`config.mk`:
```
export PLATFORM = sky130hd
export DESIGN_NAME = mult_seq_ctrl_flat
export DESIGN_NICKNAME = d
export VERILOG_FILES = /design/src/rtl/mult_seq_ctrl_if.sv /design/src/rtl/mult_seq_ctrl.sv /design/src/flat_wrapper.sv
export SDC_FILE = /design/constraint.sdc
export NUM_CORES = 1
export LEC_CHECK = 0
export CAP_MARGIN = 0
export CORE_MARGIN = 8
export CORE_UTILIZATION = 55
export CTS_BUF_LIST = sky130_fd_sc_hd__clkbuf_8
export CTS_CLUSTER_SIZE = 12
export DETAILED_ROUTE_END_ITERATION = 8
export GPL_TIMING_DRIVEN = 1
export MAX_ROUTING_LAYER = met4
export PLACE_DENSITY = 0.81
export SETUP_SLACK_MARGIN = 0.2
export SLEW_MARGIN = 30
export SYNTH_ARGS = -nofsm -noshare
export SYNTH_HDL_FRONTEND = slang
export SYNTH_SLANG_ARGS = --single-unit
```
`constraint.sdc`:
```
create_clock -name clk -period 11.6 [get_ports clk]
set_input_delay 2.9 -clock clk [delete_from_list [all_inputs] [get_ports clk]]
set_output_delay 2.9 -clock clk [all_outputs]
set_load 0.02 [all_outputs]
```
`src/rtl/mult_seq_ctrl_if.sv`:
```
// Operand/result handshake bundle for mult_seq_ctrl.
//   in_valid, a, b : operand pair offered by the source
//   in_ready       : controller can accept an operand pair
//   out_valid, y   : completed product held for the consumer
//   out_ready      : consumer takes y
//   busy           : controller is running or holding a result
// Modports: slave = the controller, master = the source/consumer side.
interface mult_seq_ctrl_if #(
   parameter int unsigned WIDTH = 16
);
   logic                 in_valid;
   logic                 in_ready;
   logic [WIDTH-1:0]     a;
   logic [WIDTH-1:0]     b;
   logic                 out_valid;
   logic                 out_ready;
   logic [2*WIDTH-1:0]   y;
   logic                 busy;

   modport slave (
      input  in_valid, a, b, out_ready,
      output in_ready, out_valid, y, busy
   );

   modport master (
      output in_valid, a, b, out_ready,
      input  in_ready, out_valid, y, busy
   );
endinterface

```
`src/rtl/mult_seq_ctrl.sv`:
```
// Sequencing controller for a WIDTH x WIDTH unsigned shift-add multiplier.
// Accepts an operand pair, then adds one partial-product slice
// (a_slice * b) << offset per clock, consuming BITS_PER_CYCLE bits of a
// LSB first. The 2*WIDTH-bit product is held on y with out_valid until taken.
// Ports:
//   clk : rising-edge clock
//   rst : asynchronous active-high reset
//   bus : mult_seq_ctrl_if slave (in_valid/in_ready/a/b,
//         out_valid/out_ready/y, busy)
module mult_seq_ctrl #(
   parameter int unsigned WIDTH          = 16,
   parameter int unsigned BITS_PER_CYCLE = 1
) (
   input  logic           clk,
   input  logic           rst,
   mult_seq_ctrl_if.slave bus
);

   localparam int unsigned N  = WIDTH / BITS_PER_CYCLE;
   localparam int unsigned CW = (N > 1) ? $clog2(N) : 1;
   localparam int unsigned PW = 2 * WIDTH;

   if (BITS_PER_CYCLE == 0 || (WIDTH % BITS_PER_CYCLE) != 0) begin : g_bad_bpc
      $error("mult_seq_ctrl: BITS_PER_CYCLE must divide WIDTH");
   end

   typedef enum logic [1:0] {StIdle, StRun, StDone} state_t;

   state_t                    state_q;
   logic [CW-1:0]             count_q;
   logic [WIDTH-1:0]          a_q;
   logic [WIDTH-1:0]          b_q;
   logic [PW-1:0]             acc_q;
   logic [PW-1:0]             y_q;
   logic                      out_valid_q;
   logic                      in_ready_q;
   logic                      busy_q;

   logic [31:0]               offset;
   logic [BITS_PER_CYCLE-1:0] slice;
   logic [PW-1:0]             term;
   logic [PW-1:0]             acc_next;
   logic                      last;

   // Slice product is zero-extended to the full product width before shifting,
   // so no bits are lost for the top slices.
   always_comb begin
      offset   = 32'(count_q) * BITS_PER_CYCLE;
      slice    = a_q[offset +: BITS_PER_CYCLE];
      term     = (PW'(slice) * PW'(b_q)) << offset;
      acc_next = acc_q + term;
      last     = (count_q == CW'(N - 1));
   end

   always_ff @(posedge clk or posedge rst) begin
      if (rst) begin
         state_q     <= StIdle;
         count_q     <= '0;
         a_q         <= '0;
         b_q         <= '0;
         acc_q       <= '0;
         y_q         <= '0;
         out_valid_q <= 1'b0;
         in_ready_q  <= 1'b0;
         busy_q      <= 1'b0;
      end else begin
         case (state_q)
            StIdle: begin
               // in_ready is registered, so it first rises one edge after reset.
               in_ready_q <= 1'b1;
               if (bus.in_valid && in_ready_q) begin
                  a_q        <= bus.a;
                  b_q        <= bus.b;
                  acc_q      <= '0;
                  count_q    <= '0;
                  in_ready_q <= 1'b0;
                  busy_q     <= 1'b1;
                  state_q    <= StRun;
               end
            end
            StRun: begin
               acc_q   <= acc_next;
               count_q <= count_q + CW'(1);
               if (last) begin
                  y_q         <= acc_next;
                  out_valid_q <= 1'b1;
                  state_q     <= StDone;
               end
            end
            StDone: begin
               // No accept in the handshake cycle: in_ready only rises here.
               if (bus.out_ready) begin
                  out_valid_q <= 1'b0;
                  busy_q      <= 1'b0;
                  in_ready_q  <= 1'b1;
                  state_q     <= StIdle;
               end
            end
            default: begin
               state_q <= StIdle;
            end
         endcase
      end
   end

   assign bus.in_ready  = in_ready_q;
   assign bus.out_valid = out_valid_q;
   assign bus.y         = y_q;
   assign bus.busy      = busy_q;

endmodule

```
`src/flat_wrapper.sv`:
```
// flat-port wrapper written by rule: the top's interface ports become plain ports
module mult_seq_ctrl_flat 
#(
   parameter int unsigned WIDTH          = 16,
   parameter int unsigned BITS_PER_CYCLE = 1
)
  (clk, rst, bus_in_valid, bus_a, bus_b, bus_out_ready, bus_in_ready, bus_out_valid, bus_y, bus_busy);
  mult_seq_ctrl_if #(.WIDTH(WIDTH)) bus_i ();
  input  logic clk;
  input  logic rst;
  input wire logic [$bits(bus_i.in_valid)-1:0] bus_in_valid;
  input wire logic [$bits(bus_i.a)-1:0] bus_a;
  input wire logic [$bits(bus_i.b)-1:0] bus_b;
  input wire logic [$bits(bus_i.out_ready)-1:0] bus_out_ready;
  output wire logic [$bits(bus_i.in_ready)-1:0] bus_in_ready;
  output wire logic [$bits(bus_i.out_valid)-1:0] bus_out_valid;
  output wire logic [$bits(bus_i.y)-1:0] bus_y;
  output wire logic [$bits(bus_i.busy)-1:0] bus_busy;
  assign bus_i.in_valid = bus_in_valid;
  assign bus_i.a = bus_a;
  assign bus_i.b = bus_b;
  assign bus_i.out_ready = bus_out_ready;
  assign bus_in_ready = bus_i.in_ready;
  assign bus_out_valid = bus_i.out_valid;
  assign bus_y = bus_i.y;
  assign bus_busy = bus_i.busy;
  mult_seq_ctrl #(.WIDTH(WIDTH), .BITS_PER_CYCLE(BITS_PER_CYCLE)) u_core (.clk(clk), .rst(rst), .bus(bus_i));
endmodule
```
==> results.rst <==
.. list-table::
   :header-rows: 1

   * - Metric
     - Value
   * - Outcome
     - finished, final reports clean
   * - Kind of end point of the critical path
     - register
   * - Netlist area before placement
     - 0.00672 mm^2
   * - Placed wire-length estimate
     - 13,000 um
   * - Worst Hold Class
     - reg -> reg
   * - Sequential cell area
     - 0.00263 mm^2
   * - FF-to-FF path depth
     - 13
   * - Total negative slack
     - 0 ns
   * - Core area
     - 0.0120 mm^2
   * - Initial Util
     - 0.562
   * - Final weighted congestion of routability-driven global placement
     - 0.938
   * - Number of H-tree levels
     - 3
   * - Pin count of the biggest net entering global routing
     - 61
   * - Filler cell count
     - 993
   * - Leading cell type in the layout, fill and taps excluded
     - sky130_fd_sc_hd__dfrtp_1
   * - GRT Overall Usage
     - 0.231
   * - Clock tree root buffer cell
     - sky130_fd_sc_hd__clkbuf_8
   * - End of the worst register-to-register path
     - u_core.bus.y[30]
   * - WL/cell
     - 19.3 um
   * - Deepest clock path buffer count
     - 2
   * - Post-route fraction of the period consumed by the critical path
     - 0.433
   * - Vias in the first global route
     - 5,433
   * - Hold-critical path depth
     - 2
   * - Initial antenna violation count
     - 0
   * - Clock edge transition at the registers on the reported setup and hold paths
     - 0.10 ns
   * - Post-CTS setup buffers
     - 0
   * - Insertion delay of the later-clocked pin in the worst-skew pair
     - 0.40 ns
   * - CTS sink cnt
     - 105
   * - Fraction of the yosys area taken by sequential cells
     - 0.391
   * - Kind of critical path
     - reg -> reg
   * - Drt initial violations
     - 436
   * - Worst relative slew slack
     - 0.398
   * - Transition at the pin with the smallest max-transition slack
     - 0.903 ns
   * - Setup slack, reg-to-reg
     - 6.57 ns
   * - Total area of multi-input combinational cells
     - 0.00389 mm^2
   * - Reg-to-reg critical path startpoint
     - u_core.count_q[0]
   * - # IOs
     - 71
   * - Clock skew after layout
     - 0.00941 ns
   * - First-pass iteration count of the detailed router
     - 5
   * - Hold Crit Endpoint
     - u_core.bus.y[12]
   * - Final hold vios
     - 0
   * - Final-layout worst hold slack
     - 0.484 ns
   * - Cell count after synthesis
     - 712
   * - Global-route wire length before repair
     - 28,800 um
   * - Hold buffer count at cts
     - 0
   * - Post-Syn Nets
     - 781
   * - Peak clock frequency supported by timing
     - 199 MHz
   * - Antenna diode instance count
     - 0
   * - Gates resized, CTS repair
     - 0
   * - Highest-count cells in the layout ignoring fill and taps
     - sky130_fd_sc_hd__dfrtp_1, sky130_fd_sc_hd__nand2_1, sky130_fd_sc_hd__clkdlybuf4s50_1
   * - Remaining Overflow, GRT
     - 0
   * - Antenna-violating nets left
     - 0
   * - Via count
     - 5,660
   * - Share of layout cells above drive strength 1
     - 0.121
   * - Max-slew violation total from the final report
     - 0
   * - Flip-flop and latch count after synthesis
     - 105
   * - Yosys Warn Count
     - 0
   * - Die W
     - 127 um
   * - Unrepaired setup endpoints after global routing
     - false
   * - Clock tree from TritonCTS
     - built
   * - Via-to-Cell Ratio
     - 6.23
   * - Data required time at the worst endpoint
     - 11.88 ns
   * - Data arrival time of the critical path
     - 5.31 ns
   * - Count of buffers from port buffering
     - 70
   * - Startpoint type of the worst setup path
     - register
   * - Largest fanout on the critical path
     - 30
   * - Fin nets
     - 826
   * - Fraction of synthesis flops using an asynchronous set or reset pin
     - 1.00
   * - Layout overhead on the synthesized area
     - 14.7%
   * - CTS Buf Count
     - 9
   * - Cell Rows
     - 40
   * - Count of flip-flops with a built-in enable after synthesis
     - 0
   * - Netlist cell types
     - 65
   * - Average instance area after synthesis
     - 9.43 um^2
   * - Number of max-cap violations
     - 0
   * - Beginning of the worst hold path
     - u_core.bus.y[12]
   * - Die height
     - 127 um
   * - Most frequently used flop master after synthesis
     - sky130_fd_sc_hd__dfrtp_1
   * - Wirelength, routed
     - 17,600 um
   * - Die Area
     - 0.0160 mm^2
   * - DR DRC count
     - 0
   * - Final Critical Period
     - 5.03 ns
   * - Count of endpoints failing setup in the final report
     - 0
==> kinds of logic (layout without fill, tap and decap cells) <==
logic type,after synthesis,count (layout),share of synthesized area
AO/OA/AOI/OAI,183,183,0.180
multiplexers,79,79,0.140
AND/OR/NAND/NOR,230,230,0.159
adder cells (fa/ha/maj),33,33,0.0626
flip-flops,105,105,0.391
XOR/XNOR,27,27,0.0352
buffers and inverters,55,105,0.0315
==> sequential cells by signal, summed over array words and instances, names as in the netlist, 2 cells and up <==
signal / flops
u_core.count_q: 4
u_core.a_q: 16
u_core.acc_q: 32
u_core.bus.y: 32
u_core.state_q: 2
u_core.b_q: 16
==> metrics by stage <==
stage / util / std cells / worst slack, ns / area, um^2
after floorplan: - / 712 / 5.94 / 6720
after global placement: 0.627 / 892 / 6.12 / 7500
after detailed placement: 0.627 / 892 / 6.17 / 7500
after CTS: 0.644 / 908 / 6.60 / 7700
after global routing: 0.644 / 909 / 6.26 / 7700
final: 0.644 / 909 / 6.57 / 7700
==> how the worst max path moves through the flow <==
stage | depth (start not counted) | slack [ns] | startpoint | end
finish | 13 | 6.57 | u_core.count_q[0] | u_core.bus.y[30]
detailed placement | 8 | 6.17 | bus_in_valid | u_core.acc_q[31]
global placement | 13 | 6.12 | u_core.count_q[0] | u_core.bus.y[22]
global route | 13 | 6.26 | u_core.count_q[0] | u_core.bus.y[30]
floorplan | 1 | 5.94 | rst | u_core.a_q[0]
CTS | 13 | 6.60 | u_core.count_q[0] | u_core.bus.y[30]
==> Yosys cell counts (3+ instances only) <==
cell / n / area share
sky130_fd_sc_hd__mux2i_1: 24 / 0.036
sky130_fd_sc_hd__nor3_1: 8 / 0.0060
sky130_fd_sc_hd__xnor2_1: 15 / 0.020
sky130_fd_sc_hd__o21bai_1: 4 / 0.0045
sky130_fd_sc_hd__and3_1: 9 / 0.0084
sky130_fd_sc_hd__dfrtp_1: 105 / 0.39
sky130_fd_sc_hd__nor2_1: 57 / 0.032
sky130_fd_sc_hd__a211oi_1: 10 / 0.011
sky130_fd_sc_hd__xor2_1: 12 / 0.016
sky130_fd_sc_hd__inv_1: 10 / 0.0056
sky130_fd_sc_hd__nand2_1: 95 / 0.053
sky130_fd_sc_hd__mux2_2: 47 / 0.079
sky130_fd_sc_hd__nand3_1: 16 / 0.012
sky130_fd_sc_hd__clkbuf_1: 36 / 0.020
sky130_fd_sc_hd__o31ai_1: 3 / 0.0034
sky130_fd_sc_hd__buf_2: 4 / 0.0030
sky130_fd_sc_hd__o21ai_1: 5 / 0.0037
sky130_fd_sc_hd__buf_1: 5 / 0.0028
sky130_fd_sc_hd__mux4_2: 7 / 0.023
sky130_fd_sc_hd__o21a_1: 6 / 0.0067
sky130_fd_sc_hd__a21o_1: 14 / 0.016
sky130_fd_sc_hd__a22o_1: 16 / 0.021
sky130_fd_sc_hd__ha_1: 32 / 0.060
sky130_fd_sc_hd__and4_1: 4 / 0.0052
sky130_fd_sc_hd__nand4_1: 10 / 0.0093
sky130_fd_sc_hd__a22oi_1: 4 / 0.0045
sky130_fd_sc_hd__a21oi_1: 47 / 0.035
sky130_fd_sc_hd__o21ai_0: 41 / 0.031
sky130_fd_sc_hd__o22ai_1: 5 / 0.0047
sky130_fd_sc_hd__nor2b_1: 11 / 0.010
sky130_fd_sc_hd__a221o_1: 3 / 0.0045
sky130_fd_sc_hd__a31oi_1: 7 / 0.0065
==> area by class of cell <==
class / instances / area share
clock inverter: 7 / 0.00926
inverter: 10 / 0.00520
sequential: 105 / 0.341
multi-input combinational: 552 / 0.505
timing repair buffer: 79 / 0.0994
clock buffer: 9 / 0.0161
tap: 147 / 0.0239
==> routing by layer <==
metal / track usage / routed length [um] / vias up
met2: 0.329 / 7460 / 198
li1: - / - / 2675
met4: 0.0821 / 339 / 0
met5: - / 0 / -
met3: 0.0360 / 1040 / 29
met1: 0.326 / 8740 / 2758
==> critical path, stage by stage, from the launching register on <==
cell and delay [ns]:
sky130_fd_sc_hd__dfrtp_2 0.77, sky130_fd_sc_hd__mux4_2 0.61, sky130_fd_sc_hd__mux2_2 0.29, sky130_fd_sc_hd__o21ai_2 0.54, sky130_fd_sc_hd__or2_1 0.27, sky130_fd_sc_hd__nor3b_1 0.08, sky130_fd_sc_hd__ha_1 0.36, sky130_fd_sc_hd__and3_2 0.26
sky130_fd_sc_hd__a221oi_4 0.33, sky130_fd_sc_hd__o211ai_2 0.18, sky130_fd_sc_hd__or4b_4 0.62, sky130_fd_sc_hd__a31oi_2 0.22, sky130_fd_sc_hd__xnor2_1 0.11, sky130_fd_sc_hd__mux2_2 0.27
Power is not shown: default switching activity piles up to over one toggle a cycle in this logic, so the estimate is an artifact.
